`src/rtl/alu_pkg.sv`:
```
`default_nettype none
// ============================================================================
// Package     : alu_pkg
// Description : Opcodes, flag bit positions and FSM states for alu_pipe.
// Revision    : 1.0 - initial release
// ============================================================================
package alu_pkg;

  localparam int OPCODE_WIDTH = 4;

  typedef enum logic [OPCODE_WIDTH-1:0] {
    ADD  = 4'd0,
    ADC  = 4'd1,
    SUB  = 4'd2,
    SBB  = 4'd3,
    AND  = 4'd4,
    OR   = 4'd5,
    XOR  = 4'd6,
    LLOG = 4'd7,
    RLOG = 4'd8,
    LROT = 4'd9,
    RROT = 4'd10,
    RAR  = 4'd11,
    MUL  = 4'd12,
    MULH = 4'd13
  } alu_op_e;

  localparam int FLAG_N = 3;
  localparam int FLAG_Z = 2;
  localparam int FLAG_C = 1;
  localparam int FLAG_V = 0;

  typedef enum logic [0:0] {
    IDLE     = 1'b0,
    MUL_BUSY = 1'b1
  } state_e;

endpackage
`default_nettype wire

```
`src/rtl/alu_pipe_seq_multiplier.sv`:
```
`default_nettype none
// ============================================================================
// Module      : seq_multiplier
// Description : Unsigned shift-add multiplier, one partial product per cycle.
// Revision    : 1.0 - initial release
// ============================================================================
module seq_multiplier #(
  parameter int DATA_WIDTH = 32
) (
  input  logic                    clk,
  input  logic                    rst,
  input  logic                    start,
  input  logic [DATA_WIDTH-1:0]   a,
  input  logic [DATA_WIDTH-1:0]   b,
  output logic                    done,
  output logic [2*DATA_WIDTH-1:0] product
);

  localparam int CNT_WIDTH = $clog2(DATA_WIDTH + 1);
  localparam logic [CNT_WIDTH-1:0] c_last = CNT_WIDTH'(DATA_WIDTH);

  logic [DATA_WIDTH-1:0]   r_a;
  logic [DATA_WIDTH-1:0]   r_b;
  logic [2*DATA_WIDTH-1:0] r_acc;
  logic [CNT_WIDTH-1:0]    r_count;
  logic                    r_active;
  logic [DATA_WIDTH:0]     w_sum;

  // Add into the high half, then shift the whole accumulator right by one.
  assign w_sum = {1'b0, r_acc[2*DATA_WIDTH-1:DATA_WIDTH]}
               + (r_b[0] ? {1'b0, r_a} : '0);

  always_ff @(posedge clk or posedge rst) begin
    if (rst) begin
      r_a      <= '0;
      r_b      <= '0;
      r_acc    <= '0;
      r_count  <= '0;
      r_active <= 1'b0;
    end else if (start) begin
      r_a      <= a;
      r_b      <= b;
      r_acc    <= '0;
      r_count  <= '0;
      r_active <= 1'b1;
    end else if (r_active && (r_count != c_last)) begin
      r_acc   <= {w_sum, r_acc[DATA_WIDTH-1:1]};
      r_b     <= r_b >> 1;
      r_count <= r_count + 1'b1;
    end
  end

  assign done    = r_active && (r_count == c_last);
  assign product = r_acc;

endmodule
`default_nettype wire

```
`src/rtl/alu_pipe.sv`:
```
`default_nettype none
// ============================================================================
// Module      : alu_pipe
// Description : Registered, handshaked integer ALU with NZCV flags and a
//               multi-cycle multiplier.
// Revision    : 1.0 - initial release
// ============================================================================
module alu_pipe
  import alu_pkg::*;
#(
  parameter  int DATA_WIDTH  = 32,
  localparam int SHIFT_WIDTH = $clog2(DATA_WIDTH)
) (
  input  logic                   clk,
  input  logic                   rst,
  input  logic                   in_valid,
  output logic                   in_ready,
  input  logic [OPCODE_WIDTH-1:0] opcode,
  input  logic [DATA_WIDTH-1:0]  data_in_a,
  input  logic [DATA_WIDTH-1:0]  data_in_b,
  input  logic [SHIFT_WIDTH-1:0] shift_amt,
  output logic                   out_valid,
  input  logic                   out_ready,
  output logic [DATA_WIDTH-1:0]  data_out,
  output logic [3:0]             flags_out,
  output logic                   illegal_op
);

  state_e                  r_state;
  logic                    r_out_valid;
  logic [DATA_WIDTH-1:0]   r_data;
  logic [3:0]              r_flags;
  logic                    r_illegal;
  logic                    r_is_mulh;

  logic                    w_accept;
  logic                    w_out_free;
  logic                    w_is_mul;
  logic                    w_is_sub;
  logic                    w_cin;
  logic [DATA_WIDTH-1:0]   w_b_op;
  logic [DATA_WIDTH:0]     w_sum;
  logic                    w_arith_v;
  logic [DATA_WIDTH:0]     w_ll;
  logic [DATA_WIDTH:0]     w_rl;
  logic signed [DATA_WIDTH:0] w_ra;
  logic [DATA_WIDTH-1:0]   w_rotl;
  logic [DATA_WIDTH-1:0]   w_rotr;
  logic                    w_shift_nz;
  logic [DATA_WIDTH-1:0]   w_res;
  logic                    w_c;
  logic                    w_v;
  logic                    w_illegal;
  logic [3:0]              w_flags;

  logic                    w_mul_done;
  logic [2*DATA_WIDTH-1:0] w_product;
  logic [DATA_WIDTH-1:0]   w_mul_res;
  logic                    w_mul_cv;
  logic [3:0]              w_mul_flags;

  assign w_out_free = !r_out_valid || out_ready;
  assign in_ready   = (r_state == IDLE) && w_out_free;
  assign w_accept   = in_valid && in_ready;
  assign w_is_mul   = (opcode == MUL) || (opcode == MULH);
  assign w_is_sub   = (opcode == SUB) || (opcode == SBB);

  always_comb begin
    w_cin = 1'b0;
    case (opcode)
      ADC, SBB: w_cin = r_flags[FLAG_C];
      SUB:      w_cin = 1'b1;
      default:  w_cin = 1'b0;
    endcase
  end

  assign w_b_op    = w_is_sub ? ~data_in_b : data_in_b;
  assign w_sum     = {1'b0, data_in_a} + {1'b0, w_b_op} + {{DATA_WIDTH{1'b0}}, w_cin};
  assign w_arith_v = (data_in_a[DATA_WIDTH-1] == w_b_op[DATA_WIDTH-1])
                  && (w_sum[DATA_WIDTH-1] != data_in_a[DATA_WIDTH-1]);

  // The extra guard bit on each shifter catches the last bit shifted out.
  assign w_ll       = {1'b0, data_in_a} << shift_amt;
  assign w_rl       = {data_in_a, 1'b0} >> shift_amt;
  assign w_ra       = $signed({data_in_a, 1'b0}) >>> shift_amt;
  assign w_rotl     = (data_in_a << shift_amt) | (data_in_a >> (DATA_WIDTH - int'(shift_amt)));
  assign w_rotr     = (data_in_a >> shift_amt) | (data_in_a << (DATA_WIDTH - int'(shift_amt)));
  assign w_shift_nz = (shift_amt != '0);

  always_comb begin
    w_res     = '0;
    w_c       = 1'b0;
    w_v       = 1'b0;
    w_illegal = 1'b0;
    case (opcode)
      ADD, ADC, SUB, SBB: begin
        w_res = w_sum[DATA_WIDTH-1:0];
        w_c   = w_sum[DATA_WIDTH];
        w_v   = w_arith_v;
      end
      AND:  w_res = data_in_a & data_in_b;
      OR:   w_res = data_in_a | data_in_b;
      XOR:  w_res = data_in_a ^ data_in_b;
      LLOG: begin
        w_res = w_ll[DATA_WIDTH-1:0];
        w_c   = w_ll[DATA_WIDTH];
      end
      RLOG: begin
        w_res = w_rl[DATA_WIDTH:1];
        w_c   = w_rl[0];
      end
      RAR: begin
        w_res = w_ra[DATA_WIDTH:1];
        w_c   = w_ra[0];
      end
      LROT: begin
        w_res = w_rotl;
        w_c   = w_shift_nz && w_rotl[0];
      end
      RROT: begin
        w_res = w_rotr;
        w_c   = w_shift_nz && w_rotr[DATA_WIDTH-1];
      end
      MUL, MULH: w_res = '0;
      default:   w_illegal = 1'b1;
    endcase
  end

  assign w_flags = {w_res[DATA_WIDTH-1], (w_res == '0), w_c, w_v};

  seq_multiplier #(
    .DATA_WIDTH (DATA_WIDTH)
  ) u_mult (
    .clk     (clk),
    .rst     (rst),
    .start   (w_accept && w_is_mul),
    .a       (data_in_a),
    .b       (data_in_b),
    .done    (w_mul_done),
    .product (w_product)
  );

  assign w_mul_res   = r_is_mulh ? w_product[2*DATA_WIDTH-1:DATA_WIDTH]
                                 : w_product[DATA_WIDTH-1:0];
  assign w_mul_cv    = !r_is_mulh && (w_product[2*DATA_WIDTH-1:DATA_WIDTH] != '0);
  assign w_mul_flags = {w_mul_res[DATA_WIDTH-1], (w_mul_res == '0), w_mul_cv, w_mul_cv};

  always_ff @(posedge clk or posedge rst) begin
    if (rst) begin
      r_state     <= IDLE;
      r_out_valid <= 1'b0;
      r_data      <= '0;
      r_flags     <= '0;
      r_illegal   <= 1'b0;
      r_is_mulh   <= 1'b0;
    end else begin
      if (r_out_valid && out_ready) r_out_valid <= 1'b0;
      case (r_state)
        IDLE: begin
          if (w_accept) begin
            if (w_is_mul) begin
              r_state   <= MUL_BUSY;
              r_is_mulh <= (opcode == MULH);
            end else begin
              r_out_valid <= 1'b1;
              r_data      <= w_res;
              r_illegal   <= w_illegal;
              if (!w_illegal) r_flags <= w_flags;
            end
          end
        end
        MUL_BUSY: begin
          // Finished product waits here until the output register frees up.
          if (w_mul_done && w_out_free) begin
            r_out_valid <= 1'b1;
            r_data      <= w_mul_res;
            r_illegal   <= 1'b0;
            r_flags     <= w_mul_flags;
            r_state     <= IDLE;
          end
        end
        default: r_state <= IDLE;
      endcase
    end
  end

  assign out_valid  = r_out_valid;
  assign data_out   = r_data;
  assign flags_out  = r_flags;
  assign illegal_op = r_illegal;

endmodule
`default_nettype wire
```
`config.mk`:
```
export PLATFORM = sky130hd
export DESIGN_NAME = alu_pipe
export DESIGN_NICKNAME = d
export VERILOG_FILES = /design/src/rtl/alu_pkg.sv /design/src/rtl/alu_pipe_seq_multiplier.sv /design/src/rtl/alu_pipe.sv
export SDC_FILE = /design/constraint.sdc
export NUM_CORES = 1
export LEC_CHECK = 0
export CAP_MARGIN = 0
export CORE_MARGIN = 3
export CORE_UTILIZATION = 36
export CTS_CLUSTER_SIZE = 12
export DETAILED_ROUTE_END_ITERATION = 6
export SYNTH_ARGS = -nofsm -noshare
export SYNTH_HDL_FRONTEND = slang
export SYNTH_HIERARCHICAL = 1
export SYNTH_SLANG_ARGS = --single-unit
export TNS_END_PERCENT = 20
```
`constraint.sdc`:
```
create_clock -name clk -period 10.5 [get_ports clk]
set_clock_uncertainty 0.1 [all_clocks]
set_input_delay 1.575 -clock clk [delete_from_list [all_inputs] [get_ports clk]]
set_output_delay 1.575 -clock clk [all_outputs]
set_load 0.02 [all_outputs]
```
==> impl_metrics.toml, run 1 <==
[clock_network]
root_buffer = "clkbuf_16"
clock_sinks = 175
clk_pin_slew_worst_paths_ns = 0.08
htreeDepth = 4
cts_made_buffers = 17
cts_tree = "built"
worstSkewPairLatency_ns = 0.49
ctsHoldBuffers = 0
cts_buffer_depth = 2
cts_resized = 0
cts_setup_buffers = 0

[grt]
grt_pass1_vias = 24480
grt_max_degree = 130
grt_pass1_wl_mm = 193.9
grt.total_usage_pct = 40.39
antenna_found_initial = 15
grt-ovfl-total = 0

[routing]
wl_mm = 139.9
dr.pass1.iters = 6
drc = 0
wl_per_cell_um = 37.56
route.met3.wl_mm = 15.34
drt_iter0_markers = 3807
ant_nets = 0
maxUsedRoutingLayer = "met5"
via_per_inst = 6.880
wl_met1_mm = 57.27
route.met2.wl_mm = 58.67
vias = 25620

[synth]
synthTopCellsByArea = "dfrtp_1, mux2i_1, mux4_2, ha_1, nand2_1"
synth_most_common_cell = "nand2_1"
synth.top_cells.by_count = "nand2_1, a21oi_1, mux2i_1"
async_flop_share_pct = 100.0
yosysTopAreaCell = "dfrtp_1"
synth_cell_types = 109
synth-warning-count = 6
synth_area_per_cell_um2 = 8.125
synth_cells = 2882
syn_nets = 3093
dominantRegCellSynth = "dfrtp_1"
syn_area_mm2 = 0.02342
yosysSeqAreaShare_pct = 18.70
synth_edf_count = 0
ys_seq_elements = 175
synth_top_area_share_pct = 18.70

[setup_path]
reg2regPathDepth = 16
cpLargestDelayFamily = "simple AND/OR/NAND/NOR gates"
cp.arrival_ns = 7.81
cp-start-kind = "input pin"
path_class = "in -> reg"
regToRegSetupSlack_ns = 5.64
worstPathCellList = "buf_6, inv_2, ha_1, xor2_4, buf_4, mux4_2, a221oi_1, a21oi_1, nor4b_1, nand4b_1, nor4_2, nand4_1, or4_1, nand2_1"
r2r_end = "flags_out[2]"
cp_max_fo = 42
r2r-start = "flags_out[1]"
critPathMaxStageDelay_ns = 0.92
worst_path_max_delay_cell = "nor4b_1"
cp-end-kind = "flip-flop"
cp.required_ns = 10.82
crit_buf_inv = 3

[worst_hold_path]
holdPathStages = 2
worst_hold_path_type = "reg -> reg"
min_to = "data_out[18]"
hold_start = "data_out[18]"

[floorplanning]
row_count = 92
core_area_mm2 = 0.06366
fp.dieW_um = 261.0
die_area_mm2 = 0.06814
die_y_um = 261.0
initial_core_util_pct = 36.79
ios = 116

[power]
ir_drop_mv = 0.1285
power.density_mw_per_mm2 = 173.5
p_leak_uw = 0.01077

[cells_and_area]
final_util_pct = 40.50
final_nets = 3072
drive_gt1_share_pct = 13.95
fill_cells = 6483
syn_to_final_growth_pct = 10.11
regArea_mm2 = 0.004379
multi_input_area_mm2 = 0.01748

[timing]
fin_crit_sh_pct = 71.34
relSlewSlack_pct = 10.53
tightest_slew_ns = 1.335
rsz0062_at_grt = "no"
period_needed_ns = 7.491
finalHoldViolCount = 0
finalMaxSlewViolations = 0
hold_ws_ns = 0.3879
fmax_ghz = 0.1335
setup_viol = 0
tns_ns = 0

[status]
run_status = "complete, no violations"

[placement]
io_buffers = 115
place.gp.congestion = 1.074
post-dp-hpwl_mm = 104.9

[job]
max_cap_viol_count = 0
[layer usage]
metal	track usage, %	vias to the layer above
met4	19.88	8
met3	11.97	438
met1	53.71	12760
li1	-	10690
met2	59.68	1724
met5	0	-
[worst min-delay path, cell delays in order (launching register included)]
cell	delay, ns
dfrtp_1	0.35
nand2_1	0.05
o21ai_0	0.06
[report_power, final]
| group | internal (µW) | switching, µW | leakage [µW] |
|---|---|---|---|
| Clock | 337 | 331 | 0.000275 |
| Combinational | 946 | 1590 | 0.00828 |
| Sequential | 966 | 304 | 0.00221 |
| Total | 2250 | 2220 | 0.0108 |
[final cells by class]
| type | instances | share of cell area (%) |
|---|---|---|
| Clock inverter | 13 | 0.5775 |
| Clock buffer | 19 | 1.679 |
| Inverter | 111 | 1.635 |
| Sequential cell | 175 | 16.98 |
| Tap cell | 846 | 4.105 |
| Multi-Input combinational cell | 2344 | 67.79 |
| Antenna cell | 4 | 0.03882 |
| Timing Repair Buffer | 212 | 7.187 |
[how the worst max path moves through the flow]
stage / startpoint / endpoint / slack, ns / cells after the start
floorplan: opcode[2] / flags_out[2] / 3.64 / 22
global placement: shift_amt[0] / flags_out[2] / 2.22 / 17
detailed placement: shift_amt[0] / flags_out[2] / 2.70 / 14
CTS: shift_amt[0] / flags_out[2] / 3.20 / 14
global route: shift_amt[0] / flags_out[2] / 2.93 / 14
finish: shift_amt[0] / flags_out[2] / 3.01 / 14
[flip-flops by register name, indices dropped and copies added (netlist names)]
| signal | count |
|---|---|
| u_mult/r_count | 6 |
| r_is_mulh | 1 |
| u_mult/r_b | 32 |
| data_out | 32 |
| out_valid | 1 |
| u_mult/r_active | 1 |
| u_mult/r_a | 32 |
| r_state | 1 |
| illegal_op | 1 |
| flags_out | 4 |
| u_mult/product | 64 |
[placed cells by master (no fill, tap or decap), types with 10 or more instances in the layout]
cell               n
nor4_1            24
and3_1            16
nor2_1           190
a31oi_1           27
a22oi_1           12
nand3_1           53
a21oi_1          230
a211oi_1          42
o22a_1            12
o32ai_1           10
buf_4             98
nor3_1            44
a32oi_1           11
o21ai_0          189
o221ai_1          13
clkdlybuf4s50_1  105
mux4_2            93
a211o_1           12
clkbuf_16         17
ha_1             131
dfrtp_1          175
o211ai_1          56
inv_1            103
mux2_2           107
o22ai_1           44
nor2b_1           16
a21o_1            23
o21a_1            21
nand2b_1          13
nand4_1           42
o21ai_1           10
xnor2_1           46
and2_1            45
xor2_1            21
nand2_1          374
mux2i_1          211
[kinds of logic after synthesis]
family | after synthesis | synth area share, %
xor gates and xnor gates | 69 | 2.661
muxes | 418 | 23.52
buffers and inverters | 363 | 6.925
AOI/OAI and AO/OA | 832 | 23.17
adders and majority gates | 134 | 7.256
DFF | 175 | 18.70
and+or+nand+nor | 891 | 17.76
[per-stage QoR]
step | instances | area, µm² | power (µW) | setup WS [ns]
3_5_place_dp | 3688 | 25190 | 3726 | 2.703
2_1_floorplan | 2882 | 23420 | 2751 | 3.636
6_report | 3724 | 25780 | 4474 | 3.009
3_3_place_gp | 3687 | 25180 | 3697 | 2.215
4_1_cts | 3720 | 25770 | 4412 | 3.204
5_1_grt | 3720 | 25770 | 4703 | 2.929
(Power assumes the default switching activity.)
==> run 2: changes to the inputs <==
clock period = 7.4 ns   (was 10.5 ns; I/O delays follow)
==> run 2 against run 1 <==
  * Register-to-register slack got worse by 3.2 ns
  * Final cell count up 2.1%
  * Critical path depth unchanged
  * First-iteration DRC count shrank 1.2%
  * Sequential share of layout area shrank 0.38 points
  * Largest power group unchanged
  * The flow now finishes with violations (design-rule violations)
  * Sequential power is 46% higher
  * Global-route usage increased by 0.93 points
  * Via count grew 2.8%
  * Non-clock buffer count grew 77
  * Largest cell class unchanged
  * Routed wire length grew 2.4%
==> impl_metrics.toml, run 2 (synthesized netlist as in run 1, its figures left out) <==
[status]
run_status = "finished with violations"
violations = "design-rule violations"

[placement]
placedCellCount = 3765
place.gp.congestion = 1.076
post-dp-hpwl_mm = 113.3
io_buffers = 115
place_ws_ns = 0.8884
dpl_cell_area_mm2 = 0.02578

[setup_path]
crit_buf_inv = 4
cp-start-kind = "input pin"
worst_path_max_delay_cell = "a2111oi_0"
crit_top_cell = "buf_4"
cp_max_fo = 11
worstPathCellList = "clkdlybuf4s50_1, buf_4, mux2_2, mux2i_1, buf_4, mux2i_1, a221oi_1, a21oi_1, a2111oi_0, buf_4, o311ai_1, or4_1, or4_1, nand2_1"
cpLargestDelayFamily = "compound AO/OA/AOI/OAI gates"
cp-end-kind = "flip-flop"
cp.arrival_ns = 6.58
critPathMaxStageDelay_ns = 1.06
cp.required_ns = 7.73
path_class = "in -> reg"

[floorplanning]
core_area_mm2 = 0.06366
row_count = 92
fp.dieW_um = 261.0
initial_core_util_pct = 36.79
die_area_mm2 = 0.06814
die_y_um = 261.0
ios = 116

[clock_network]
clock_sinks = 175
root_buffer = "clkbuf_16"
cts_tree = "built"
cts_setup_buffers = 0
cts_resized = 0
htreeDepth = 4
ctsHoldBuffers = 0
clk_pin_slew_worst_paths_ns = 0.07
cts_made_buffers = 17
worstSkewPairLatency_ns = 0.49
cts_buffer_depth = 2

[routing]
dr.pass1.iters = 7
drc = 1
wl_mm = 143.2
drt_iter0_markers = 3763
ant_nets = 0
wl_per_cell_um = 37.66
vias = 26350
via_per_inst = 6.930

[grt]
antenna_found_initial = 10
grt-ovfl-total = 0
grt_max_degree = 99
grt_pass1_wl_mm = 197.5
grt.total_usage_pct = 41.31
grt_pass1_vias = 24660

[cells_and_area]
final_cell_mix = "nand2_1, a21oi_1, mux2i_1"
instances_no_fill = 3802
drive_gt1_share_pct = 16.30
final_nets = 3149
syn_to_final_growth_pct = 12.65
fill_cells = 6501
final_common_cell = "nand2_1"
multi_input_area_mm2 = 0.01749
regArea_mm2 = 0.004379
largest_reg_flops = 64
stdcell_area_mm2 = 0.02638

[timing]
period_needed_ns = 6.256
fmax_ghz = 0.1599
finalHoldViolCount = 0
finalMaxSlewViolations = 0
relSlewSlack_pct = 11.15
setup_viol = 0
tightest_slew_ns = 1.324
fin_crit_sh_pct = 84.54
setup_slack_ns = 1.144
rsz0062_at_grt = "no"
tns_ns = 0

[power]
p_leak_uw = 0.01115
power.density_mw_per_mm2 = 244.3
ir_drop_mv = 0.2151
totalPowerFinal_uw = 6445

[job]
max_cap_viol_count = 0

[worst_hold_path]
worst_hold_path_type = "reg -> reg"
[run 2: cell count changes in the layout (fill, tap and decap cells not counted), moves of 2 or more]
cell | before | now
inv_8 | 4 | 6
buf_4 | 98 | 175
clkbuf_1 | 2 | 0
clkdlybuf4s50_1 | 105 | 107
inv_6 | 3 | 6
buf_2 | 7 | 5
[run 2: routing by layer]
metal / GRT usage, % / vias up / routed length [µm] / part of all wire, %
met2: 58.17 / 1930 / 57850 / 40
met3: 13.69 / 372 / 17750 / 12
li1: - / 10860 / - / -
met4: 20.85 / 10 / 8503 / 5.9
met5: 0 / - / 60 / 0.042
met1: 56.19 / 13180 / 59030 / 41
[run 2: worst paths after layout]
path	cells after the start	endpoint	slack, ns	start
max	14	flags_out[2]	1.14	data_in_a[13]
min in group asynchronous	3	data_out[27]	1.11	rst
max in group asynchronous	3	u_mult/r_b[8]	4.90	rst
min	2	data_out[24]	0.38	data_out[24]
max reg2reg	16	flags_out[2]	2.41	flags_out[1]
min reg2reg	2	data_out[24]	0.38	data_out[24]
[run 2: per-stage QoR]
step           hold WS (ns)  util [%]
2_1_floorplan        0.3728         -
3_3_place_gp         0.3685     40.51
3_5_place_dp         0.3697     40.51
4_1_cts              0.3859     41.41
5_1_grt              0.4107     41.42
6_report             0.3828     41.44
[run 2: worst reg2reg max path, cell delays in order, from the launching register on]
cell and delay, ns:
dfrtp_1 0.49, a21oi_1 0.11, nor2_1 0.20, fa_1 0.34, inv_1 0.10, fa_1 0.43, nor2b_1 0.20, o31a_1 0.26
o21ai_0 0.22, a21o_1 0.23, a21oi_1 0.27, nor2_1 0.17, o2111a_1 0.26, or4_1 0.51, or4_1 0.54, or4_1 0.42
nand2_1 0.08
[run 2: area by class of cell]
| cell class | count | share of cell area [%] |
|---|---|---|
| Clock inverter | 14 | 0.5123 |
| Antenna cell | 5 | 0.04743 |
| Timing Repair Buffer | 289 | 9.254 |
| Inverter | 111 | 1.599 |
| Tap cell | 846 | 4.013 |
| Sequential cell | 175 | 16.60 |
| Clock buffer | 18 | 1.665 |
| Multi-Input combinational cell | 2344 | 66.31 |
[run 2: where the power goes]
group	switching [µW]	internal (µW)	leakage, µW
clock	467	457	0.000280
sequential	476	1370	0.00221
combinational	2290	1380	0.00865
total	3240	3210	0.0111
